### src/rtl/cba_result_stage_if.sv
// Handshake and data bundle between the adder, the result stage and its consumer.
// The slave modport is the stage's view and the master modport is the environment's view.
interface cba_result_stage_if #(
    parameter int NUM_BITS = 32,
    parameter int CNT_BITS = 16
);
    logic                in_valid;
    logic                in_ready;
    logic                a_msb;
    logic                b_msb;
    logic [NUM_BITS-1:0] sum;
    logic                cout;
    logic                sat_en;
    logic                out_valid;
    logic                out_ready;
    logic [NUM_BITS-1:0] out_sum;
    logic                out_cout;
    logic                out_ovf;
    logic                out_zero;
    logic                out_neg;
    logic [CNT_BITS-1:0] ovf_count;
    logic                clr_count;

    modport master (
        output in_valid, a_msb, b_msb, sum, cout, sat_en, out_ready, clr_count,
        input  in_ready, out_valid, out_sum, out_cout, out_ovf, out_zero, out_neg, ovf_count
    );

    modport slave (
        input  in_valid, a_msb, b_msb, sum, cout, sat_en, out_ready, clr_count,
        output in_ready, out_valid, out_sum, out_cout, out_ovf, out_zero, out_neg, ovf_count
    );
endinterface

### src/rtl/cba_result_stage.sv
// Registered result stage behind the carry-bypass adder. It flags signed overflow and can
// saturate the result, buffers entries in a small FIFO, and counts overflow events.
module cba_result_stage #(
    parameter int NUM_BITS = 32,
    parameter int DEPTH    = 2,
    parameter int CNT_BITS = 16
) (
    input  logic                 clk,
    input  logic                 rst_n,
    cba_result_stage_if.slave    bus
);
    localparam int PTR_W = (DEPTH > 1) ? $clog2(DEPTH) : 1;
    localparam int OCC_W = $clog2(DEPTH + 1);

    typedef struct packed {
        logic [NUM_BITS-1:0] sum;
        logic                cout;
        logic                ovf;
        logic                zero;
        logic                neg;
    } entry_t;

    // Saturation value: most negative value for negative operands, most positive otherwise.
    function automatic logic [NUM_BITS-1:0] sat_value(input logic neg_operands);
        logic [NUM_BITS-1:0] v;
        v = {1'b0, {(NUM_BITS-1){1'b1}}};
        if (neg_operands) begin
            v = {1'b1, {(NUM_BITS-1){1'b0}}};
        end else begin
            v = {1'b0, {(NUM_BITS-1){1'b1}}};
        end
        return v;
    endfunction

    entry_t              mem_r [DEPTH];
    logic [PTR_W-1:0]    wr_ptr_r;
    logic [PTR_W-1:0]    rd_ptr_r;
    logic [OCC_W-1:0]    occ_r;
    logic                in_ready_r;
    logic                out_valid_r;
    logic [CNT_BITS-1:0] ovf_count_r;

    logic                ovf_s;
    logic [NUM_BITS-1:0] stored_s;
    entry_t              entry_s;
    entry_t              head_s;
    logic                push_s;
    logic                pop_s;
    logic [OCC_W-1:0]    occ_next_s;

    // Overflow detection, optional saturation and flag derivation for the incoming result.
    always_comb begin
        ovf_s    = (bus.a_msb == bus.b_msb) && (bus.sum[NUM_BITS-1] != bus.a_msb);
        stored_s = bus.sum;
        if (bus.sat_en && ovf_s) begin
            stored_s = sat_value(bus.a_msb);
        end else begin
            stored_s = bus.sum;
        end
        entry_s.sum  = stored_s;
        entry_s.cout = bus.cout;
        entry_s.ovf  = ovf_s;
        entry_s.zero = (stored_s == {NUM_BITS{1'b0}});
        entry_s.neg  = stored_s[NUM_BITS-1];
    end

    // Handshake qualification and next occupancy; a full FIFO refuses a push even while popping.
    always_comb begin
        push_s     = bus.in_valid && in_ready_r;
        pop_s      = out_valid_r && bus.out_ready;
        occ_next_s = occ_r;
        case ({push_s, pop_s})
            2'b10:   occ_next_s = occ_r + OCC_W'(1);
            2'b01:   occ_next_s = occ_r - OCC_W'(1);
            default: occ_next_s = occ_r;
        endcase
    end

    // FIFO storage, pointers and registered full/empty-derived handshake outputs.
    always_ff @(posedge clk or negedge rst_n) begin
        if (!rst_n) begin
            for (int i = 0; i < DEPTH; i++) begin
                mem_r[i] <= '0;
            end
            wr_ptr_r    <= '0;
            rd_ptr_r    <= '0;
            occ_r       <= '0;
            in_ready_r  <= 1'b1;
            out_valid_r <= 1'b0;
        end else begin
            if (push_s) begin
                mem_r[wr_ptr_r] <= entry_s;
                wr_ptr_r        <= wr_ptr_r + PTR_W'(1);
            end
            if (pop_s) begin
                rd_ptr_r <= rd_ptr_r + PTR_W'(1);
            end
            occ_r       <= occ_next_s;
            in_ready_r  <= (occ_next_s != OCC_W'(DEPTH));
            out_valid_r <= (occ_next_s != OCC_W'(0));
        end
    end

    // Saturating overflow event counter; an overflowing push wins over a clear and yields 1.
    always_ff @(posedge clk or negedge rst_n) begin
        if (!rst_n) begin
            ovf_count_r <= '0;
        end else if (push_s && ovf_s) begin
            if (bus.clr_count) begin
                ovf_count_r <= CNT_BITS'(1);
            end else if (ovf_count_r != {CNT_BITS{1'b1}}) begin
                ovf_count_r <= ovf_count_r + CNT_BITS'(1);
            end else begin
                ovf_count_r <= ovf_count_r;
            end
        end else if (bus.clr_count) begin
            ovf_count_r <= '0;
        end else begin
            ovf_count_r <= ovf_count_r;
        end
    end

    assign head_s        = mem_r[rd_ptr_r];
    assign bus.in_ready  = in_ready_r;
    assign bus.out_valid = out_valid_r;
    assign bus.out_sum   = head_s.sum;
    assign bus.out_cout  = head_s.cout;
    assign bus.out_ovf   = head_s.ovf;
    assign bus.out_zero  = head_s.zero;
    assign bus.out_neg   = head_s.neg;
    assign bus.ovf_count = ovf_count_r;

endmodule

### src/flat_wrapper.sv
// flat-port wrapper written by rule: the top's interface ports become plain ports
module cba_result_stage_flat 
#(
    parameter int NUM_BITS = 32,
    parameter int DEPTH    = 2,
    parameter int CNT_BITS = 16
)
  (clk, rst_n, bus_in_valid, bus_a_msb, bus_b_msb, bus_sum, bus_cout, bus_sat_en, bus_out_ready, bus_clr_count, bus_in_ready, bus_out_valid, bus_out_sum, bus_out_cout, bus_out_ovf, bus_out_zero, bus_out_neg, bus_ovf_count);
  cba_result_stage_if #(.NUM_BITS(NUM_BITS), .CNT_BITS(CNT_BITS)) bus_i ();
  input  logic clk;
  input  logic rst_n;
  input wire logic [$bits(bus_i.in_valid)-1:0] bus_in_valid;
  input wire logic [$bits(bus_i.a_msb)-1:0] bus_a_msb;
  input wire logic [$bits(bus_i.b_msb)-1:0] bus_b_msb;
  input wire logic [$bits(bus_i.sum)-1:0] bus_sum;
  input wire logic [$bits(bus_i.cout)-1:0] bus_cout;
  input wire logic [$bits(bus_i.sat_en)-1:0] bus_sat_en;
  input wire logic [$bits(bus_i.out_ready)-1:0] bus_out_ready;
  input wire logic [$bits(bus_i.clr_count)-1:0] bus_clr_count;
  output wire logic [$bits(bus_i.in_ready)-1:0] bus_in_ready;
  output wire logic [$bits(bus_i.out_valid)-1:0] bus_out_valid;
  output wire logic [$bits(bus_i.out_sum)-1:0] bus_out_sum;
  output wire logic [$bits(bus_i.out_cout)-1:0] bus_out_cout;
  output wire logic [$bits(bus_i.out_ovf)-1:0] bus_out_ovf;
  output wire logic [$bits(bus_i.out_zero)-1:0] bus_out_zero;
  output wire logic [$bits(bus_i.out_neg)-1:0] bus_out_neg;
  output wire logic [$bits(bus_i.ovf_count)-1:0] bus_ovf_count;
  assign bus_i.in_valid = bus_in_valid;
  assign bus_i.a_msb = bus_a_msb;
  assign bus_i.b_msb = bus_b_msb;
  assign bus_i.sum = bus_sum;
  assign bus_i.cout = bus_cout;
  assign bus_i.sat_en = bus_sat_en;
  assign bus_i.out_ready = bus_out_ready;
  assign bus_i.clr_count = bus_clr_count;
  assign bus_in_ready = bus_i.in_ready;
  assign bus_out_valid = bus_i.out_valid;
  assign bus_out_sum = bus_i.out_sum;
  assign bus_out_cout = bus_i.out_cout;
  assign bus_out_ovf = bus_i.out_ovf;
  assign bus_out_zero = bus_i.out_zero;
  assign bus_out_neg = bus_i.out_neg;
  assign bus_ovf_count = bus_i.ovf_count;
  cba_result_stage #(.NUM_BITS(NUM_BITS), .DEPTH(DEPTH), .CNT_BITS(CNT_BITS)) u_core (.clk(clk), .rst_n(rst_n), .bus(bus_i));
endmodule
### config.mk
export PLATFORM = sky130hd
export DESIGN_NAME = cba_result_stage_flat
export DESIGN_NICKNAME = d
export VERILOG_FILES = /design/src/rtl/cba_result_stage_if.sv /design/src/rtl/cba_result_stage.sv /design/src/flat_wrapper.sv
export SDC_FILE = /design/constraint.sdc
export NUM_CORES = 1
export LEC_CHECK = 0
export CORE_MARGIN = 3
export CORE_UTILIZATION = 30
export DETAILED_ROUTE_END_ITERATION = 10
export GPL_TIMING_DRIVEN = 0
export PLACE_DENSITY = 0.63
export SLEW_MARGIN = 15
export SYNTH_ARGS = -nofsm -noshare
export SYNTH_HDL_FRONTEND = slang
export SYNTH_SLANG_ARGS = --single-unit
export TNS_END_PERCENT = 30
### constraint.sdc
create_clock -name clk -period 4.82 [get_ports clk]
set_clock_uncertainty 0.05 [all_clocks]
set_input_delay 0.964 -clock clk [delete_from_list [all_inputs] [get_ports clk]]
set_output_delay 0.964 -clock clk [all_outputs]
set_load 0.01 [all_outputs]
# Word level (Yosys, flattened, before mapping)
# Index checks and enable logic that the tools add are counted.
# W data, S select, Z words.
# classes
eq_ne	6
addsub	5
bitwise_logic	2
shift	0
mux	13
n_mul	0
order_cmp	3
div_mod_pow	0
n_reduce_logical	11
# ops
op	count
$mux W36	4
$bwmux W72	1
$mux W16	4
$mux W32	2
$demux W36 S1	1
$logic_not A32 Y1	1
$add A16 B1 Y16 const B	1
$ne A16 B16 Y1 const B	1
$logic_and A1 B1 Y1	6
$reduce_bool A2 Y1	3
$ge A2 B2 Y1 const B	2
$not A1 Y2	2
$pmux W2 S2	1
$add A1 B1 Y1 const B	2
$add A2 B1 Y2 const B	1
$eq A2 B1 Y1 const B	1
$eq A2 B2 Y1 const B	1
$lt A2 B1 Y1 const B	1
$ne A2 B2 Y1 const B	1
$reduce_and A2 Y1	1
$sub A2 B1 Y2 const B	1
$eq A1 B1 Y1	1
$ne A1 B1 Y1	1
# word_totals
mem_bits_rw	0
memories	0
mem_bits_ro	0
input_bits	41
regBits	94
elab_cells	56
latch_bits	0

# Longest topological paths before layout
# logic_depth
ltp_word	6
depth_mapped	8

# Worst setup path after synthesis
# No wires, ideal clock.
# synth_timing
kind	register to output
from	register u_core.rd_ptr_r
to	output bus_out_sum[22]
arrival_ps	1356
slack_ps	2450
path_stages_with_launch	4
path_cell_list	dfrtp_1 clkbuf_1 clkbuf_1 mux2_2
# synth_via
elab_chain_len	4
# synth_lines
element	line	text
start: declaration	cba_result_stage.sv:37	logic [PTR_W-1:0] rd_ptr_r;
start signal: assignment	cba_result_stage.sv:96	rd_ptr_r <= rd_ptr_r + PTR_W'(1);
$not A1 Y2 (implied by the code)	cba_result_stage.sv:123	assign head_s = mem_r[rd_ptr_r];
$mux W36 (implied by the code) (3 in a row)	cba_result_stage.sv:123	
end: declaration	flat_wrapper.sv:22	output wire logic [$bits(bus_i.out_sum)-1:0] bus_out_sum;
# Every way passes these cells. The select of a mux whose other input is x is not followed.

# Worst setup path in the final report
# layout_timing
from	register u_core.rd_ptr_r
to	output bus_out_sum[23]
# Same word-level chain as after synthesis.

==> results.tsv <==
metric	value	unit
status	finished clean	
global-route wire length before repair	21.0	mm
Setup-failing EPs final	0	
IO buf count	94	
post-synthesis register bit count	92	
die area	16400	µm²
warnings from Yosys	0	
placed cell area	5660	µm²
Leak	2.46	nW
Core ar.	14200	µm²
PwrDens	567	nW/µm²
Hold EP	u_core.mem_r[11]$_DFFE_PN0P_	
1st-iter DRT viols	251	
Avg Vias per Cell	5.16	
Max IR drop VDD	0.000236	V
Slew @ Worst Pin	691	ps
worst path required time	3810	ps
TritonCTS Sinks	92	
Final Wtd Congestion	0.824	
final instance area	5960	µm²
RSZ-0062 raised after global routing	false	
crit path cell chain	clkbuf_1, clkbuf_1, mux2_2, clkdlybuf4s50_1	
setup TNS	0	ps
Detailed Place HPWL	9.56	mm
syn avg cell area	9.79	µm²
final cell count without fillers	748	
initial antenna violation count	0	
antenna diode count	0	
hold buffers post-CTS	0	
Min-Delay Path Class	flop to flop	
# IOs	95	
Root Driver	clkbuf_16	
layout cells sized above 1	12.5	%
worst r2r path cells	5	
min cycle time layout	3700	ps
clock-pin slew on the worst setup and hold paths	70	ps
CTS buffer count	9	
Place WS	1470	ps
FP Rows	43	
Routed WL	13.1	mm
register area share after synthesis	51.5	%
distinct cell type count after synthesis	46	
Tcrit/Tclk final	76.8	%
Gates resized, CTS repair	0	
Finished Core Util	42.0	%
Gate Count Post-Synth	457	
vias in the first global route	3885	
Register Area	2300	µm²
number of post-CTS setup repair buffers	0	
ys async rst share	100	%
Post-route DRC	0	
DR WL/cell	17.5	µm
DR vias	3863	
ys flop type	dfrtp_1	
clk buf depth	2	
Hold Crit Depth	2	
GRT Overall Usage	16.1	%
hold_sp	u_core.mem_r[11]$_DFFE_PN0P_	
Max Freq	270	MHz
die height	128	µm
worst-skew pair later-pin latency	340	ps
reg2reg start	u_core.bus.in_ready$_DFF_PN1_	
Max FO, Critical Path	10	
drt pass-1 iters	4	
area of the multi-input gates	2010	µm²
ANT nets after route	0	
critical setup path kind	flop to output pin	
CP peak stage delay	600	ps
Final WS setup	1120	ps
final hold vios	0	
DP Cell Count	732	
slew margin rel.	54.0	%
reg2reg end	u_core.bus.ovf_count[7]$_DFFE_PN0P_	
P&R area growth vs syn	33.3	%
Initial Utilization	31.5	%
largest net degree at the start of global routing	51	
Slew Limit Fails	0	
Chip Width	128	µm
Reg2Reg Setup Slack	2550	ps
Worst path most repeated cell	clkbuf_1	
Post-Syn Area	4470	µm²
Overflow after GRT	0	
Max-Cap Viols	0	
CTS tree	done	
Setup crit start kind	flop	
FILL cells	1391	
Nets	606	
Data arrival, critical path	2690	ps
nature of the critical path endpoint	output pin	
CP max-delay cell	clkbuf_1	
EDFF count, synth	0	
Syn Nets	500	
# H-tree levels	3	
## registers in the layout (all words and copies together), names as in the netlist
register              flops
u_core.occ_r              2
u_core.bus.in_ready       1
u_core.bus.out_valid      1
u_core.wr_ptr_r           1
u_core.mem_r             70
u_core.rd_ptr_r           1
u_core.bus.ovf_count     16
## metal layers
| metal | track usage, % | share of wire (%) |
|---|---|---|
| met5 | 0 | 0 |
| met4 | 3.31 | 1.1 |
| met3 | 5.13 | 6.4 |
| met1 | 21.6 | 46 |
| met2 | 25.6 | 47 |
## worst max-delay path: cells and delay by family (launching register included)
kind | cells | cell delay (ps)
mux | 1 | 410
flops | 1 | 320
buf+inv | 3 | 1620
## final cells by class
type,count,area share [%]
clock buffer,9,3.78
multi-input combinational,327,33.8
clock inverter,7,1.36
timing repair buffer,95,16.1
sequential,92,38.6
inverter,8,0.504
buffer,30,2.08
tap,180,3.78
## per-stage QoR
stage	hold slack (ps)	total power (W)
final	426	0.00338
after global routing	439	0.00360
after detailed placement	414	0.00268
after CTS	425	0.00341
after global placement	406	0.00264
after floorplan	393	0.00196
## worst max path at each step
stage / start / endpoint
2_1_floorplan: u_core.rd_ptr_r$_DFFE_PN0P_ / bus_out_sum[22]
3_3_place_gp: rst_n / u_core.bus.out_valid$_DFF_PN0_
3_5_place_dp: u_core.rd_ptr_r$_DFFE_PN0P_ / bus_out_sum[23]
4_1_cts: u_core.rd_ptr_r$_DFFE_PN0P_ / bus_out_sum[23]
5_1_grt: u_core.rd_ptr_r$_DFFE_PN0P_ / bus_out_sum[22]
6_report: u_core.rd_ptr_r$_DFFE_PN0P_ / bus_out_sum[23]
## synth_stat cells, types with 3 or more instances
library cell  count  area, µm²
a211oi_1          4       30.0
a21oi_1          22        110
buf_2             3       15.0
clkbuf_1         24       90.1
dfrtp_1          91       2280
inv_1             8       30.0
mux2_2           44        495
nand2_1          79        297
nand3_1           6       30.0
nand4_1           4       25.0
nor2_1           14       52.6
nor2b_1           6       37.5
nor4_1            8       50.1
o21a_1            3       22.5
o21ai_0          83        415
o21ai_1           4       20.0
o31ai_1           5       37.5
or4_1             6       45.0
xor2_1            3       26.3
## report_power, final
| part | switching [W] | internal (W) | leakage (nW) |
|---|---|---|---|
| clock network | 0.000316 | 0.000410 | 0.152 |
| registers | 0.000146 | 0.00107 | 1.17 |
| logic | 0.000690 | 0.000745 | 1.15 |
| total | 0.00115 | 0.00223 | 2.46 |
## kinds of logic (layout without fill, tap and decap cells)
group	Yosys count	in the layout	synth area share, %
buffers and inverters	38	149	3.44
xor gates and xnor gates	4	4	0.784
AOI/OAI and AO/OA	136	136	17.4
muxes	46	46	11.5
and+or+nand+nor	139	139	14.8
DFF	92	92	51.5
adders and majority gates	2	2	0.560
## placed cells by master (no fill, tap or decap), types with 5 or more instances in the layout
cell             instances
a21oi_1                 22
clkbuf_1                24
clkbuf_16                9
clkdlybuf4s50_1         93
dfrtp_1                 91
inv_1                    8
mux2_2                  44
nand2_1                 79
nand3_1                  6
nor2_1                  14
nor2b_1                  6
nor4_1                   8
o21ai_0                 83
o31ai_1                  5
or4_1                    6
(Power assumes the default switching activity.)
